File: src/rtl/alu_redundancy_ctrl_pkg.sv
// Shared definitions for the time-redundant ALU sequencer.
// Latency: n/a (types, constants and helper functions only).
// Backpressure: n/a. Contents: opcode constants, FSM state enum, fault pattern, helper functions.
package alu_redundancy_pkg;

    localparam logic [2:0] OP_ADD = 3'b000;
    localparam logic [2:0] OP_SUB = 3'b001;
    localparam logic [2:0] OP_AND = 3'b010;
    localparam logic [2:0] OP_OR  = 3'b011;
    localparam logic [2:0] OP_XOR = 3'b100;

    // Result returned for both unrecoverable mismatches and illegal opcodes.
    localparam logic [31:0] FAULT_PATTERN = 32'hDEAD_BEEF;

    typedef enum logic [2:0] {
        ST_IDLE,
        ST_EXEC1,
        ST_EXEC2,
        ST_CHECK,
        ST_RESP
    } state_t;

    // Codes above OP_XOR are reported as illegal.
    function automatic logic is_legal_op(input logic [2:0] op);
        return (op <= OP_XOR);
    endfunction

    // Width of the retry counter; kept at least 1 bit so MAX_RETRY=0 still elaborates.
    function automatic int retry_w(input int max_retry);
        return (max_retry > 0) ? $clog2(max_retry + 1) : 1;
    endfunction

endpackage

File: src/rtl/alu_redundancy_ctrl_if.sv
// Bundle of request, response and ALU-side signals of the redundancy sequencer.
// Latency: n/a (wiring only). Backpressure: req_valid/req_ready and rsp_valid/rsp_ready handshakes.
// Modports: slave = sequencer view, master = requester/ALU/environment view. ALU_FAULT_INJECT_EN adds inject_mask.
interface alu_redundancy_ctrl_if import alu_redundancy_pkg::*; #(
    parameter int WIDTH     = 32,
    parameter int MAX_RETRY = 2,
    parameter int CNT_W     = 8
) ();
    localparam int RW = retry_w(MAX_RETRY);

    logic             req_valid;
    logic             req_ready;
    logic [WIDTH-1:0] req_a;
    logic [WIDTH-1:0] req_b;
    logic [2:0]       req_op;

    logic [WIDTH-1:0] alu_a;
    logic [WIDTH-1:0] alu_b;
    logic [2:0]       alu_op;
    logic [WIDTH-1:0] alu_result;

    logic             rsp_valid;
    logic             rsp_ready;
    logic [WIDTH-1:0] rsp_result;
    logic             rsp_fault;
    logic             rsp_illegal;
    logic [RW-1:0]    rsp_retries;

    logic [CNT_W-1:0] fault_count;
    logic             busy;
`ifdef ALU_FAULT_INJECT_EN
    logic [WIDTH-1:0] inject_mask;
`endif

    modport slave (
        input  req_valid, req_a, req_b, req_op, alu_result, rsp_ready,
`ifdef ALU_FAULT_INJECT_EN
        input  inject_mask,
`endif
        output req_ready, alu_a, alu_b, alu_op,
        output rsp_valid, rsp_result, rsp_fault, rsp_illegal, rsp_retries,
        output fault_count, busy
    );

    modport master (
        output req_valid, req_a, req_b, req_op, alu_result, rsp_ready,
`ifdef ALU_FAULT_INJECT_EN
        output inject_mask,
`endif
        input  req_ready, alu_a, alu_b, alu_op,
        input  rsp_valid, rsp_result, rsp_fault, rsp_illegal, rsp_retries,
        input  fault_count, busy
    );

endinterface

File: src/rtl/alu_redundancy_ctrl_fault_sat_counter.sv
// Saturating event counter: counts inc_i pulses, sticks at all-ones.
// Latency: count_o updates on the edge after inc_i is sampled high.
// Backpressure: none. Ports: clk, rst_n (async active-low clear), inc_i, count_o.
module fault_sat_counter #(
    parameter int CNT_W = 8
) (
    input  logic             clk,
    input  logic             rst_n,
    input  logic             inc_i,
    output logic [CNT_W-1:0] count_o
);
    logic [CNT_W-1:0] cnt_q;

    always_ff @(posedge clk or negedge rst_n) begin
        if (!rst_n) begin
            cnt_q <= '0;
        end else if (inc_i && (cnt_q != {CNT_W{1'b1}})) begin
            cnt_q <= cnt_q + CNT_W'(1);
        end
    end

    assign count_o = cnt_q;

endmodule

File: src/rtl/alu_redundancy_ctrl.sv
// Time-redundant sequencer: runs each request twice on the shared ALU, compares, retries up to MAX_RETRY.
// Latency: response valid 1+3*attempts cycles after accept (clean op: 4), illegal opcode: 1.
// Backpressure: one request in flight; req_ready only in IDLE; response held until rsp_ready. Ports: clk, rst_n, bus (slave). Option: ALU_FAULT_INJECT_EN.
module alu_redundancy_ctrl import alu_redundancy_pkg::*; #(
    parameter int WIDTH     = 32,
    parameter int MAX_RETRY = 2,
    parameter int CNT_W     = 8
) (
    input  logic                 clk,
    input  logic                 rst_n,
    alu_redundancy_ctrl_if.slave bus
);
    localparam int RW = retry_w(MAX_RETRY);

    state_t           state_q, state_d;
    logic [WIDTH-1:0] alu_a_q, alu_a_d;
    logic [WIDTH-1:0] alu_b_q, alu_b_d;
    logic [2:0]       alu_op_q, alu_op_d;
    logic [WIDTH-1:0] r1_q, r1_d;
    logic [WIDTH-1:0] r2_q, r2_d;
    logic [RW-1:0]    retry_cnt_q, retry_cnt_d;
    logic [WIDTH-1:0] rsp_result_q, rsp_result_d;
    logic             rsp_fault_q, rsp_fault_d;
    logic             rsp_illegal_q, rsp_illegal_d;
    logic             fault_inc;

    always_ff @(posedge clk or negedge rst_n) begin
        if (!rst_n) begin
            state_q       <= ST_IDLE;
            alu_a_q       <= '0;
            alu_b_q       <= '0;
            alu_op_q      <= '0;
            r1_q          <= '0;
            r2_q          <= '0;
            retry_cnt_q   <= '0;
            rsp_result_q  <= '0;
            rsp_fault_q   <= 1'b0;
            rsp_illegal_q <= 1'b0;
        end else begin
            state_q       <= state_d;
            alu_a_q       <= alu_a_d;
            alu_b_q       <= alu_b_d;
            alu_op_q      <= alu_op_d;
            r1_q          <= r1_d;
            r2_q          <= r2_d;
            retry_cnt_q   <= retry_cnt_d;
            rsp_result_q  <= rsp_result_d;
            rsp_fault_q   <= rsp_fault_d;
            rsp_illegal_q <= rsp_illegal_d;
        end
    end

    always_comb begin
        state_d       = state_q;
        alu_a_d       = alu_a_q;
        alu_b_d       = alu_b_q;
        alu_op_d      = alu_op_q;
        r1_d          = r1_q;
        r2_d          = r2_q;
        retry_cnt_d   = retry_cnt_q;
        rsp_result_d  = rsp_result_q;
        rsp_fault_d   = rsp_fault_q;
        rsp_illegal_d = rsp_illegal_q;
        fault_inc     = 1'b0;

        case (state_q)
            ST_IDLE: begin
                // req_ready is exactly state==IDLE, so req_valid alone is the handshake here.
                if (bus.req_valid) begin
                    alu_a_d     = bus.req_a;
                    alu_b_d     = bus.req_b;
                    alu_op_d    = bus.req_op;
                    retry_cnt_d = '0;
                    if (is_legal_op(bus.req_op)) begin
                        state_d = ST_EXEC1;
                    end else begin
                        // Illegal opcodes bypass the ALU entirely.
                        rsp_result_d  = WIDTH'(FAULT_PATTERN);
                        rsp_fault_d   = 1'b0;
                        rsp_illegal_d = 1'b1;
                        state_d       = ST_RESP;
                    end
                end
            end
            ST_EXEC1: begin
                r1_d    = bus.alu_result;
                state_d = ST_EXEC2;
            end
            ST_EXEC2: begin
`ifdef ALU_FAULT_INJECT_EN
                r2_d = bus.alu_result ^ bus.inject_mask;
`else
                r2_d = bus.alu_result;
`endif
                state_d = ST_CHECK;
            end
            ST_CHECK: begin
                rsp_illegal_d = 1'b0;
                if (r1_q == r2_q) begin
                    rsp_result_d = r1_q;
                    rsp_fault_d  = 1'b0;
                    state_d      = ST_RESP;
                end else if (retry_cnt_q != RW'(MAX_RETRY)) begin
                    // Operands are still held in alu_*; simply run both executions again.
                    retry_cnt_d = retry_cnt_q + RW'(1);
                    state_d     = ST_EXEC1;
                end else begin
                    rsp_result_d = WIDTH'(FAULT_PATTERN);
                    rsp_fault_d  = 1'b1;
                    fault_inc    = 1'b1;
                    state_d      = ST_RESP;
                end
            end
            ST_RESP: begin
                if (bus.rsp_ready) begin
                    state_d = ST_IDLE;
                end
            end
            default: begin
                state_d = ST_IDLE;
            end
        endcase
    end

    fault_sat_counter #(
        .CNT_W (CNT_W)
    ) u_fault_cnt (
        .clk     (clk),
        .rst_n   (rst_n),
        .inc_i   (fault_inc),
        .count_o (bus.fault_count)
    );

    assign bus.req_ready   = (state_q == ST_IDLE);
    assign bus.busy        = (state_q != ST_IDLE);
    assign bus.rsp_valid   = (state_q == ST_RESP);
    assign bus.alu_a       = alu_a_q;
    assign bus.alu_b       = alu_b_q;
    assign bus.alu_op      = alu_op_q;
    assign bus.rsp_result  = rsp_result_q;
    assign bus.rsp_fault   = rsp_fault_q;
    assign bus.rsp_illegal = rsp_illegal_q;
    assign bus.rsp_retries = retry_cnt_q;

endmodule

File: src/flat_wrapper.sv
// flat-port wrapper written by rule: the top's interface ports become plain ports
module alu_redundancy_ctrl_flat import alu_redundancy_pkg::*;
#(
    parameter int WIDTH     = 32,
    parameter int MAX_RETRY = 2,
    parameter int CNT_W     = 8
)
  (clk, rst_n, bus_req_valid, bus_req_a, bus_req_b, bus_req_op, bus_alu_result, bus_rsp_ready, bus_req_ready, bus_alu_a, bus_alu_b, bus_alu_op, bus_rsp_valid, bus_rsp_result, bus_rsp_fault, bus_rsp_illegal, bus_rsp_retries, bus_fault_count, bus_busy);
  alu_redundancy_ctrl_if #(.WIDTH(WIDTH), .MAX_RETRY(MAX_RETRY), .CNT_W(CNT_W)) bus_i ();
  input  logic clk;
  input  logic rst_n;
  input wire logic [$bits(bus_i.req_valid)-1:0] bus_req_valid;
  input wire logic [$bits(bus_i.req_a)-1:0] bus_req_a;
  input wire logic [$bits(bus_i.req_b)-1:0] bus_req_b;
  input wire logic [$bits(bus_i.req_op)-1:0] bus_req_op;
  input wire logic [$bits(bus_i.alu_result)-1:0] bus_alu_result;
  input wire logic [$bits(bus_i.rsp_ready)-1:0] bus_rsp_ready;
  output wire logic [$bits(bus_i.req_ready)-1:0] bus_req_ready;
  output wire logic [$bits(bus_i.alu_a)-1:0] bus_alu_a;
  output wire logic [$bits(bus_i.alu_b)-1:0] bus_alu_b;
  output wire logic [$bits(bus_i.alu_op)-1:0] bus_alu_op;
  output wire logic [$bits(bus_i.rsp_valid)-1:0] bus_rsp_valid;
  output wire logic [$bits(bus_i.rsp_result)-1:0] bus_rsp_result;
  output wire logic [$bits(bus_i.rsp_fault)-1:0] bus_rsp_fault;
  output wire logic [$bits(bus_i.rsp_illegal)-1:0] bus_rsp_illegal;
  output wire logic [$bits(bus_i.rsp_retries)-1:0] bus_rsp_retries;
  output wire logic [$bits(bus_i.fault_count)-1:0] bus_fault_count;
  output wire logic [$bits(bus_i.busy)-1:0] bus_busy;
  assign bus_i.req_valid = bus_req_valid;
  assign bus_i.req_a = bus_req_a;
  assign bus_i.req_b = bus_req_b;
  assign bus_i.req_op = bus_req_op;
  assign bus_i.alu_result = bus_alu_result;
  assign bus_i.rsp_ready = bus_rsp_ready;
  assign bus_req_ready = bus_i.req_ready;
  assign bus_alu_a = bus_i.alu_a;
  assign bus_alu_b = bus_i.alu_b;
  assign bus_alu_op = bus_i.alu_op;
  assign bus_rsp_valid = bus_i.rsp_valid;
  assign bus_rsp_result = bus_i.rsp_result;
  assign bus_rsp_fault = bus_i.rsp_fault;
  assign bus_rsp_illegal = bus_i.rsp_illegal;
  assign bus_rsp_retries = bus_i.rsp_retries;
  assign bus_fault_count = bus_i.fault_count;
  assign bus_busy = bus_i.busy;
  alu_redundancy_ctrl #(.WIDTH(WIDTH), .MAX_RETRY(MAX_RETRY), .CNT_W(CNT_W)) u_core (.clk(clk), .rst_n(rst_n), .bus(bus_i));
endmodule
File: config.mk
export PLATFORM = sky130hd
export DESIGN_NAME = alu_redundancy_ctrl_flat
export DESIGN_NICKNAME = d
export VERILOG_FILES = /design/src/rtl/alu_redundancy_ctrl_pkg.sv /design/src/rtl/alu_redundancy_ctrl_if.sv /design/src/rtl/alu_redundancy_ctrl_fault_sat_counter.sv /design/src/rtl/alu_redundancy_ctrl.sv /design/src/flat_wrapper.sv
export SDC_FILE = /design/constraint.sdc
export NUM_CORES = 1
export LEC_CHECK = 0
export BUFFER_PORTS_ARGS = -buffer_cell sky130_fd_sc_hd__buf_2
export CELL_PAD_IN_SITES_DETAIL_PLACEMENT = 0
export CELL_PAD_IN_SITES_GLOBAL_PLACEMENT = 1
export CORE_ASPECT_RATIO = 0.75
export CORE_MARGIN = 1.5
export CORE_UTILIZATION = 35
export DETAILED_ROUTE_END_ITERATION = 12
export GPL_ROUTABILITY_DRIVEN = 0
export HOLD_SLACK_MARGIN = 0.05
export PLACE_DENSITY = 0.84
export SETUP_SLACK_MARGIN = 0.3
export SLEW_MARGIN = 20
export SYNTH_ARGS = -nofsm -noshare
export SYNTH_HDL_FRONTEND = slang
export SYNTH_HIERARCHICAL = 1
export SYNTH_SLANG_ARGS = --single-unit
File: constraint.sdc
create_clock -name clk -period 2.35 [get_ports clk]
set_clock_uncertainty 0.2 [all_clocks]
set_input_delay 0.3525 -clock clk [delete_from_list [all_inputs] [get_ports clk]]
set_output_delay 0.3525 -clock clk [all_outputs]
set_load 0.1 [all_outputs]
==> flow_summary.toml <==
[routing]
drt_iter0_drc = 364
detail-route-antenna-nets = 0
dr_wl_met2_microns = 9600
maxUsedRoutingLayer = "met4"
drt_wl_total_microns = 20600
met3RoutedLength_microns = 1130
routed_via_density = 4.73
route.vias.total = 5874
drt_first_pass_iters = 4
drc = 0
met1_length_microns = 9440
post_drt_wl_per_cell_microns = 16.6

[clocking]
insertion_delay_ps = 430
tritoncts = "built"
clockBufferDepth = 2
htree_levels = 4
cts.sinks = 178
cts.clk_slew.worst_paths_ps = 70
cts_buffers = 17
clock-root-buffer = "clkbuf_16"

[die]
initial_core_util_pct = 35.5
die_w_microns = 175
die_y_microns = 132
die_area_sq_um = 23200
ios = 217
rows = 47
coreArea_sq_um = 21900

[logic_synthesis]
netlist_area_sq_um = 7780
syn_inst = 570
synth_ff_type = "dfrtp_1"
synthTopCellsByArea = "dfrtp_1 (57%), mux2_2 (18%), o41ai_2 (4.2%)"
synth_edf_count = 0
ys_warn_count = 6
ys_types = 45
synth.avg_cell_area_sq_um = 13.7
yosysTopAreaCellShare_pct = 57.2
synth_top_area_cell = "dfrtp_1"
synth-seq-cells = 178
async_flop_share_pct = 100
yosysSeqAreaShare_pct = 57.2
synth_nets = 675

[grt]
grt_max_degree = 62
grt_pass1_vias = 6069
antenna_found_initial = 3
grt.overflow.total = 0
grt_usage_pct = 18.2
grt_first_pass_wirelength_microns = 32700

[sta]
rsz0062_at_grt = "true"
drv_slew = 0
clock.fmax_mhz = 449
max_slew_margin_pct = 58.2
setup_viol = 0
period_minus_slack_ps = 2230
holdWs_ps = 135
hold_viol = 0
tns_ps = 0
worst_slew_pin_slew_ps = 627
post-route-period-util_pct = 94.9

[placed_design]
io_buffers = 216
dp_cells = 1081
dp_hpwl_microns = 13700
post_dp_cell_area_sq_um = 9500

[worst_setup_path]
slowest_stage = "dfrtp_1"
slowest_delay_ps = 400
cp.arrival_ps = 2330
crit_start = "u_core/r2_q[4]"
startpoint_type = "register"
cp_max_fo = 4
crit_chain = "xor2_1, nor4_4, and4_4, a21oi_4, buf_6, o21ai_4, mux2_4"
path_delay_family = "simple AND/OR/NAND/NOR gates"
r2r_start = "u_core/r2_q[4]"
cp_data_required_time_ps = 2450
critPathKind = "register to register"
endpoint_kind = "register"
cp_num_buf_inv = 1

[finish]
finish.instance_area_sq_um = 11500
nNetsFinal = 1039
final_cells = 1243
drive_gt1_share_pct = 52.7
area_growth_pct = 47.9

[status]
outcome = "completed"

[hold_path]
hold_class = "input port to register"
hold_start = "bus_req_valid"

[job]
drv_cap = 0
[through the flow]
stage | utilization [%] | worst slack, ps
floorplan | - | 209
global placement | 43.3 | 21.4
detailed placement | 43.3 | 17.2
CTS | 51.9 | 129
global route | 52.5 | 20.7
finish | 52.5 | 121
[cell usage after synthesis, types with 2 or more instances]
master    instances
a41oi_1           2
nand2_1          34
nand4_1           9
o211ai_1          9
mux2_1           10
nand4_2           2
a31oi_1           3
a21oi_1          29
nor3b_2           2
o41ai_1           4
dfrtp_1         178
and4_1            2
buf_4             3
buf_2            22
o41ai_2          20
mux2_2          122
clkbuf_1          5
nor2_1            7
inv_1            37
ha_1              2
xor2_1           33
nand3_1           2
o21a_1            2
o22a_1            2
o21ai_2           2
nor4_2            8
[registers in the layout, indices dropped and copies added, names as in the netlist]
register	flops
u_core/bus.rsp_fault	1
u_core/u_fault_cnt/count_o	8
u_core/bus.rsp_result	32
u_core/r2_q	32
u_core/bus.rsp_retries	2
u_core/state_q	3
u_core/r1_q	32
u_core/bus.alu_a	32
u_core/bus.alu_b	32
u_core/bus.alu_op	3
u_core/bus.rsp_illegal	1
[worst paths after layout]
path | end | slack, ps | cells past startpoint
setup / recovery | u_core/u_fault_cnt/count_o[1] | 120 | 7
hold / removal | u_core/state_q[0] | 140 | 4
setup reg to reg | u_core/u_fault_cnt/count_o[1] | 120 | 7
hold reg to reg | u_core/bus.alu_a[24] | 280 | 1
max in group asynchronous | u_core/u_fault_cnt/count_o[0] | 1000 | 3
min in group asynchronous | u_core/bus.rsp_result[3] | 280 | 2
[cell type report]
class                      count  area [sq um]
fill                        1840         10400
sequential                   178          4470
multi-input combinational    325          3190
timing repair buffer         375          2750
clock buffer                  17           425
tap                          294           368
clock inverter                14           153
inverter                      37           143
antenna                        3          7.51
[cells by family after synthesis]
kind of cell    share of synthesized area [%]
buf+inv                                  3.73
xor+xnor                                 3.83
flops                                    57.2
simple gates                             6.24
compound gates                           9.26
fa+ha+maj                               0.321
mux                                      19.4
[timing repair]
item,CTS,global route
setup endpoints to repair,48,48
resized for setup,35,9
hold buffers,101,0
pin swaps,15,4
buffers inserted,16,11
hold endpoints to repair,185,0
[worst register-to-register path: cells and delay by family (launching register included)]
family                    cells  cell delay, ps
muxes                         1             310
xor gates and xnor gates      1             190
DFF                           1             400
AOI/OAI and AO/OA             2             150
and+or+nand+nor               2             710
buffers and inverters         1             140
[layout by cell type, fill, tap and decap left out, types with 10 or more instances in the layout]
cell           instances
buf_2                212
dfrtp_1              166
mux2_2               122
dlygate4sd3_1        101
buf_4                 37
inv_1                 35
nand2_1               34
xor2_1                30
a21oi_1               27
o41ai_2               20
clkbuf_16             17
buf_12                12
buf_6                 10
dfrtp_2               10
[routing by layer]
layer | up-vias | track usage [%]
met5 | - | 0
met4 | 0 | 6.27
met3 | 36 | 3.60
met2 | 179 | 28.7
met1 | 2898 | 25.0
li1 | 2761 | -
Power is left out: the tool's default activity adds up to more than one toggle a clock period on the data nets, which glitch-free logic cannot reach.
